**src/rtl/spi_cmd_master.sv**
```systemverilog
// SPI initiator for the pin expander command protocol: sends a {command, data} byte pair
// as two MSB-first 8-bit transfers, each in its own active-high slave-select window.
module spi_cmd_master #(
  parameter int CLK_DIV = 5,
  parameter int GAP_CYC = 4
) (
  input  logic        clk,
  input  logic        rst_n,
  input  logic        req_valid,
  output logic        req_ready,
  input  logic [7:0]  req_cmd,
  input  logic [7:0]  req_data,
  output logic        rsp_valid,
  output logic [15:0] rsp_data,
  output logic        busy,
  output logic        ss,
  output logic        sclk,
  output logic        mosi,
  input  logic        miso
);

  localparam int DIV_W = $clog2(CLK_DIV + 1);
  localparam int GAP_W = $clog2(GAP_CYC + 1);
  localparam logic [DIV_W-1:0] DIV_LAST = DIV_W'(CLK_DIV - 1);
  localparam logic [GAP_W-1:0] GAP_LAST = GAP_W'(GAP_CYC - 1);
  localparam logic [DIV_W-1:0] DIV_ZERO = {DIV_W{1'b0}};
  localparam logic [DIV_W-1:0] DIV_ONE  = DIV_W'(1);
  localparam logic [GAP_W-1:0] GAP_ZERO = {GAP_W{1'b0}};
  localparam logic [GAP_W-1:0] GAP_ONE  = GAP_W'(1);

  typedef enum logic [2:0] {
    IDLE  = 3'd0,
    LEAD  = 3'd1,
    SHIFT = 3'd2,
    TRAIL = 3'd3,
    GAP   = 3'd4,
    DONE  = 3'd5
  } state_t;

  state_t           state_r, state_s;
  logic [DIV_W-1:0] div_r, div_s;
  logic [3:0]       bit_r, bit_s;
  logic [GAP_W-1:0] gap_r, gap_s;
  logic             byte_r, byte_s;
  logic [15:0]      tx_r, tx_s;
  logic [15:0]      rx_r, rx_s;
  logic             ss_r, ss_s;
  logic             sclk_r, sclk_s;
  logic             mosi_r, mosi_s;
  logic             busy_r, busy_s;
  logic             ready_r, ready_s;
  logic             rsp_valid_r, rsp_valid_s;
  logic [15:0]      rsp_data_r, rsp_data_s;
  logic [15:0]      tx_shift_s;
  logic [15:0]      rx_shift_s;

  // Every SCLK rise launches the next tx bit and samples miso in one step.
  assign tx_shift_s = {tx_r[14:0], 1'b0};
  assign rx_shift_s = {rx_r[14:0], miso};

  // State register
  always_ff @(posedge clk or negedge rst_n) begin
    if (!rst_n) begin
      state_r <= IDLE;
    end else begin
      state_r <= state_s;
    end
  end

  // Next-state and next-output logic for the frame sequencer
  always_comb begin
    state_s     = state_r;
    div_s       = div_r;
    bit_s       = bit_r;
    gap_s       = gap_r;
    byte_s      = byte_r;
    tx_s        = tx_r;
    rx_s        = rx_r;
    ss_s        = ss_r;
    sclk_s      = sclk_r;
    mosi_s      = mosi_r;
    busy_s      = busy_r;
    rsp_valid_s = 1'b0;
    rsp_data_s  = rsp_data_r;
    case (state_r)
      IDLE, DONE: begin
        if (req_valid) begin
          state_s = LEAD;
          tx_s    = {req_cmd, req_data};
          rx_s    = 16'h0000;
          byte_s  = 1'b0;
          div_s   = DIV_ZERO;
          ss_s    = 1'b1;
          busy_s  = 1'b1;
        end else begin
          state_s = IDLE;
          busy_s  = 1'b0;
        end
      end
      LEAD: begin
        if (div_r == DIV_LAST) begin
          state_s = SHIFT;
          div_s   = DIV_ZERO;
          bit_s   = 4'd0;
          sclk_s  = 1'b1;
          mosi_s  = tx_r[15];
          tx_s    = tx_shift_s;
          rx_s    = rx_shift_s;
        end else begin
          div_s = div_r + DIV_ONE;
        end
      end
      SHIFT: begin
        if (div_r == DIV_LAST) begin
          div_s = DIV_ZERO;
          if (bit_r == 4'd15) begin
            state_s = TRAIL;
          end else begin
            bit_s  = bit_r + 4'd1;
            sclk_s = ~sclk_r;
            // Only the rising half-periods move data; falls belong to the slave.
            if (!sclk_r) begin
              mosi_s = tx_r[15];
              tx_s   = tx_shift_s;
              rx_s   = rx_shift_s;
            end else begin
              mosi_s = mosi_r;
            end
          end
        end else begin
          div_s = div_r + DIV_ONE;
        end
      end
      TRAIL: begin
        if (div_r == DIV_LAST) begin
          state_s = GAP;
          div_s   = DIV_ZERO;
          gap_s   = GAP_ZERO;
          ss_s    = 1'b0;
          mosi_s  = 1'b0;
        end else begin
          div_s = div_r + DIV_ONE;
        end
      end
      GAP: begin
        if (gap_r == GAP_LAST) begin
          gap_s = GAP_ZERO;
          if (!byte_r) begin
            state_s = LEAD;
            byte_s  = 1'b1;
            ss_s    = 1'b1;
          end else begin
            state_s     = DONE;
            rsp_valid_s = 1'b1;
            rsp_data_s  = rx_r;
            busy_s      = 1'b0;
          end
        end else begin
          gap_s = gap_r + GAP_ONE;
        end
      end
      default: begin
        state_s = IDLE;
        ss_s    = 1'b0;
        sclk_s  = 1'b0;
        mosi_s  = 1'b0;
        busy_s  = 1'b0;
      end
    endcase
    // DONE accepts like IDLE so back-to-back frames lose no cycle.
    ready_s = (state_s == IDLE) || (state_s == DONE);
  end

  // Datapath, counters and registered pin/response outputs
  always_ff @(posedge clk or negedge rst_n) begin
    if (!rst_n) begin
      div_r       <= DIV_ZERO;
      bit_r       <= 4'd0;
      gap_r       <= GAP_ZERO;
      byte_r      <= 1'b0;
      tx_r        <= 16'h0000;
      rx_r        <= 16'h0000;
      ss_r        <= 1'b0;
      sclk_r      <= 1'b0;
      mosi_r      <= 1'b0;
      busy_r      <= 1'b0;
      ready_r     <= 1'b0;
      rsp_valid_r <= 1'b0;
      rsp_data_r  <= 16'h0000;
    end else begin
      div_r       <= div_s;
      bit_r       <= bit_s;
      gap_r       <= gap_s;
      byte_r      <= byte_s;
      tx_r        <= tx_s;
      rx_r        <= rx_s;
      ss_r        <= ss_s;
      sclk_r      <= sclk_s;
      mosi_r      <= mosi_s;
      busy_r      <= busy_s;
      ready_r     <= ready_s;
      rsp_valid_r <= rsp_valid_s;
      rsp_data_r  <= rsp_data_s;
    end
  end

  assign req_ready = ready_r;
  assign rsp_valid = rsp_valid_r;
  assign rsp_data  = rsp_data_r;
  assign busy      = busy_r;
  assign ss        = ss_r;
  assign sclk      = sclk_r;
  assign mosi      = mosi_r;

endmodule

```
**config.mk**
```make
export PLATFORM = sky130hd
export DESIGN_NAME = spi_cmd_master
export DESIGN_NICKNAME = d
export VERILOG_FILES = /design/src/rtl/spi_cmd_master.sv
export SDC_FILE = /design/constraint.sdc
export NUM_CORES = 1
export LEC_CHECK = 0
export ABC_CLOCK_PERIOD_IN_PS = 2300
export CAP_MARGIN = 20
export CORE_ASPECT_RATIO = 1.75
export CORE_MARGIN = 2
export CORE_UTILIZATION = 45
export CTS_CLUSTER_SIZE = 8
export DETAILED_ROUTE_END_ITERATION = 10
export HOLD_SLACK_MARGIN = 0.02
export PLACE_DENSITY_LB_ADDON = 0.1
export SLEW_MARGIN = 20
export SYNTH_ARGS = -nofsm -noshare
export SYNTH_HDL_FRONTEND = slang
export SYNTH_SLANG_ARGS = --single-unit
```
**constraint.sdc**
```tcl
create_clock -name clk -period 2.3 [get_ports clk]
set_input_delay 0.46 -clock clk [delete_from_list [all_inputs] [get_ports clk]]
set_output_delay 0.46 -clock clk [all_outputs]
set_load 0.1 [all_outputs]
```
# Yosys cells after proc, flatten, opt, wreduce, memory -nomap -nowiden
# Index checks and enable logic that the tools add are counted.
[totals]
reg_bits = 68
in_bits = 20
out_inout_bits = 22
elab_cells = 117
[classes]
n_addsub = 3
n_eq_ne = 18
n_mux = 54
bitwise_logic = 5
reduce_logical = 23
[op_table]
columns = ["operator", "n"]
rows = [
  ["2-to-1 mux 16 bit", 10],
  ["case mux 16 bit (3 select lines)", 2],
  ["2-to-1 mux 3 bit", 10],
  ["2-to-1 mux 1 bit", 20],
  ["inequality test 2 bit, second input constant", 9],
  ["case mux 3 bit (5 select lines)", 1],
  ["equality test 3 bit, second input constant", 4],
  ["2-to-1 mux 4 bit", 3],
  ["case mux 3 bit (2 select lines)", 2],
  ["AND reduction 6 bit", 2],
  ["equality test 3 x 2 -> 1 bit, second input constant", 3],
  ["AND reduction 3 bit", 3],
  ["case mux 1 bit (4 select lines)", 2],
  ["case mux 4 bit (2 select lines)", 1],
  ["AND reduction 4 bit", 2],
  ["nonzero test 2 bit", 4],
  ["adder 3 x 1 -> 3 bit, second input constant", 2],
  ["zero test 3 bit", 2],
  ["case mux 1 bit (3 select lines)", 2],
  ["OR reduction 3 bit", 2],
  ["NOT 1 bit", 5],
  ["AND reduction 5 bit", 1],
  ["adder 4 x 1 -> 4 bit, second input constant", 1],
  ["equality test 4 bit, second input constant", 1],
  ["7 further kinds", 9],
]

# Depth between registers and ports, before layout
# Gate-level depths: netlist (run 1).
[logic_depth]
depth_word = 6
ltp_mapped = 8

# Worst setup path before layout (run 1)
# OpenSTA, ideal clock, no wires.
[synth_timing]
kind = "register -> register"
from = "reg sclk_r (netlist: sclk)"
to = "reg rx_r[11]"
setup_time_ps = 125
arrival_ps = 2037
required_ps = 2175
setup_slack_ps = 138
path_stages_with_launch = 6
cell_sequence = "dfrtp_1 -> a31oi_1 -> a311o_1 -> buf_2 -> buf_6 -> mux2_4"
[synth_between]
elab_chain_len = 2
[synth_lines]
columns = ["element", "line_no", "source"]
rows = [
  ["start, declared", "48", "logic sclk_r, sclk_s;"],
  ["start signal, assigned", "198", "sclk_r <= sclk_s;"],
  ["inequality test 2 bit (no source line)", "-", ""],
  ["AND reduction 6 bit (no source line)", "-", ""],
  ["end signal, assigned", "196", "rx_r <= rx_s;"],
  ["end, declared", "46", "logic [15:0] rx_r, rx_s;"],
]
# Every way passes these cells.
# A chain may end at the register's enable or synchronous reset.

# Worst setup path after layout (run 1)
[layout_timing]
from = "reg state_r[0]"
to = "reg rx_r[9]"
[layout_between]
elab_chain_len = 4
word_cells_on_any_way = 13
cone_classes = "8 x eq/ne; 1 x mux; 4 x reduce/logical"
[layout_lines]
columns = ["element", "line_no", "source"]
rows = [
  ["start, declared", "40", "state_t state_r, state_s;"],
  ["start signal, assigned", "66", "state_r <= state_s;"],
  ["equality test 3 bit / zero test 3 bit (equally long branches)", "85", "case (state_r)"],
  ["OR reduction 2 bit", "-", ""],
  ["inequality test 2 bit (no source line) / nonzero test 3 bit (equally long branches)", "-", ""],
  ["AND reduction 6 bit (no source line)", "-", ""],
]
# Parallel ways exist; a longest one is shown, timed or not.

==> results.tsv, run 1 <==
metric	value	unit
outcome	complete, no violations	
Core Footprint	0.00723	sq mm
largest net degree at the start of global routing	52	
syn_nets	307	
io pins	42	
Syn Area/Cell	11.9	sq um
most frequent cells in the layout	68 x dfrtp_1, 40 x buf_4, 33 x mux2_2	
DP Wirelength	4920	um
Internal	3.81	mW
Die ar.	0.00825	sq mm
post-synthesis compound-gate area fraction	9.25	%
LEAKAGE	1.96	nW
Setup TNS	0	ps
Sink Count	68	
Final Max Tran Viols	0	
Post-CTS Setup Bufs	0	
area delta synth->final	25.2	%
leading register cell type out of synthesis	dfrtp_1	
Crit. End Element	flip-flop	
Power Density	1490	mW/mm^2
critical path class	flip-flop to flip-flop	
GRT Total Usage	17.8	%
Post-Place Worst Slack	58.0	ps
vias in the first global route	2436	
RSZ-0062 raised after global routing	no	
EDFF count, synth	0	
Clock Tree Buf Depth	2	
post-synth cell types	52	
Seq/Total Area, Yosys	50.3	%
Cell Area, Synth	0.00338	sq mm
most common cell after layout, fill and taps aside	dfrtp_1	
Sw Pwr	2.50	mW
Max Cap Viol	0	
DR iter-0 viols	111	
Critical-path top delay cell	dfrtp_1	
first-pass GRT wire length	11500	um
mux cell area share after synthesis	23.0	%
Residual DRC	0	
Seq cells post-synth	68	
CTS root buf	clkbuf_16	
delay-heaviest family, CP	flip-flops	
Worst setup SP type	flip-flop	
Post-Layout Cell Count	431	
Final Critical Period	2090	ps
Peak Freq	479	MHz
port bufs	41	
clock power share	19.9	%
crit share post-route	90.8	%
WP buf/inv	1	
CP required	2510	ps
final hold slack	68.1	ps
drt first pass iters	4	
cts hold-fix bufs	0	
actual slew at the worst max-slew pin	455	ps
Die Span Y	119	um
layout cells sized above 1	35.4	%
Reg clk slew, reported paths	50	ps
Slew HR	68.8	%
yosys synthesis warning count	0	
Final #Nets	366	
largest family of logic cells by synthesized area	multiplexers	
design area	0.00423	sq mm
Setup Skew	3.71	ps
Mapped Cells	283	
fin util	58.5	%
dpl cells	417	
Die X	69.5	um
CP arrival	2300	ps
final setup margin	212	ps
Hold Vio Cnt, Final	0	
vias per cell	5.39	
total wire length	6720	um
Synth Area in XOR/XNOR	1.33	%
routed len/inst	15.6	um
cells along the critical path	nand3_1 > nor3_1 > a311o_2 > buf_4 > mux2_4	
max incr delay on CP	650	ps
worst vdd ir	0.702	mV
cell row count	41	
final setup fails	0	
sequential share of power	31.0	%
grt ovf	0	
asr flop ratio synth	100	%
total number of vias	2321	
CTS tree	yes	
CTS H-tree depth	3	
Clock Latency Late Sink	330	ps
combinational fraction of design power	49.1	%
n_diodes	0	
Post-DRT Antenna Nets	0	
Post-Synth Simple-Gate Area	10.2	%
Starting Density	46.7	%
maximum fanout along the worst path	9	
dpl cell area	0.00396	sq mm
antenna violations before repair	0	
final weighted congestion of routability-driven global placement	0.884	
CTS Buf Count	9	
post-CTS resize count	0	
switch share	39.7	%
post-synthesis adder-cell area fraction	1.48	%
Total Power	6.31	mW
worst min path class	input port to asynchronous set/reset pin	
-- power groups by stage --
stage	clock network, mW	logic [mW]	registers, mW
after floorplan	0	1.77	2.52
after global placement	0	3.10	1.96
after detailed placement	0	3.13	1.97
after CTS	1.29	3.14	1.96
after global routing	1.34	3.33	2.02
final	1.25	3.10	1.96
-- metal layers --
metal | up-vias | global-route usage, % | part of all wire, %
met3 | 14 | 3.07 | 2.8
met4 | 0 | 10.8 | 3.1
met2 | 40 | 30.5 | 54
met1 | 1147 | 20.2 | 41
met5 | - | 0 | 0
li1 | 1120 | - | -
-- synth_stat cells (all sizes together) (3+ instances only) --
library cell,instances,share of area (%)
a21oi,15,2.3
a31oi,4,0.74
nand2,25,2.8
mux2,54,20
o31ai,3,0.67
mux2i,9,2.7
or3,3,0.56
ha,4,1.5
nor3b,3,0.96
inv,12,1.3
dfrtp,68,50
nor2,9,1.1
nor2b,3,0.56
nor3,10,1.5
buf,11,2.5
o21ai,15,2.3
clkbuf,4,0.48
-- registers in the layout, indices dropped and copies added (netlist names) --
name and count:
bit_r 4, busy 1, byte_r 1, div_r 3
gap_r 3, mosi 1, req_ready 1, rsp_data 16
rsp_valid 1, rx_r 16, sclk 1, ss 1
state_r 3, tx_r 16
-- logic make-up after synthesis --
logic type	count (synthesis)
flip-flops	68
AO/OA/AOI/OAI	50
adder cells (fa/ha/maj)	4
XOR/XNOR	3
multiplexers	63
AND/OR/NAND/NOR	67
buffers and inverters	28
-- cell type report --
type / instances / area [sq um]
timing repair buffer: 63 / 566
clock inverter: 2 / 10.0
clock buffer: 12 / 267
tap: 86 / 108
inverter: 13 / 48.8
multi-input combinational: 187 / 1530
sequential: 68 / 1700
fill: 611 / 3000
-- worst paths after layout --
path	from	to	slack (ps)	depth (start not counted)
hold reg to reg	tx_r[2]	tx_r[2]	500	1
setup reg to reg	state_r[0]	rx_r[9]	210	5
hold / removal	rst_n	rsp_data[10]	70	1
max in group asynchronous	rst_n	tx_r[8]	1630	2
setup / recovery	state_r[0]	rx_r[9]	210	5
min in group clk	tx_r[2]	tx_r[2]	500	1
No activity file was read; power rests on OpenSTA's default activity.
==> inputs of run 2 (changes only) <==
HOLD_SLACK_MARGIN = 0.05   (was 0.02)
==> results of run 2 <==
Final layout, timing and power as in run 1 (identical DEF).
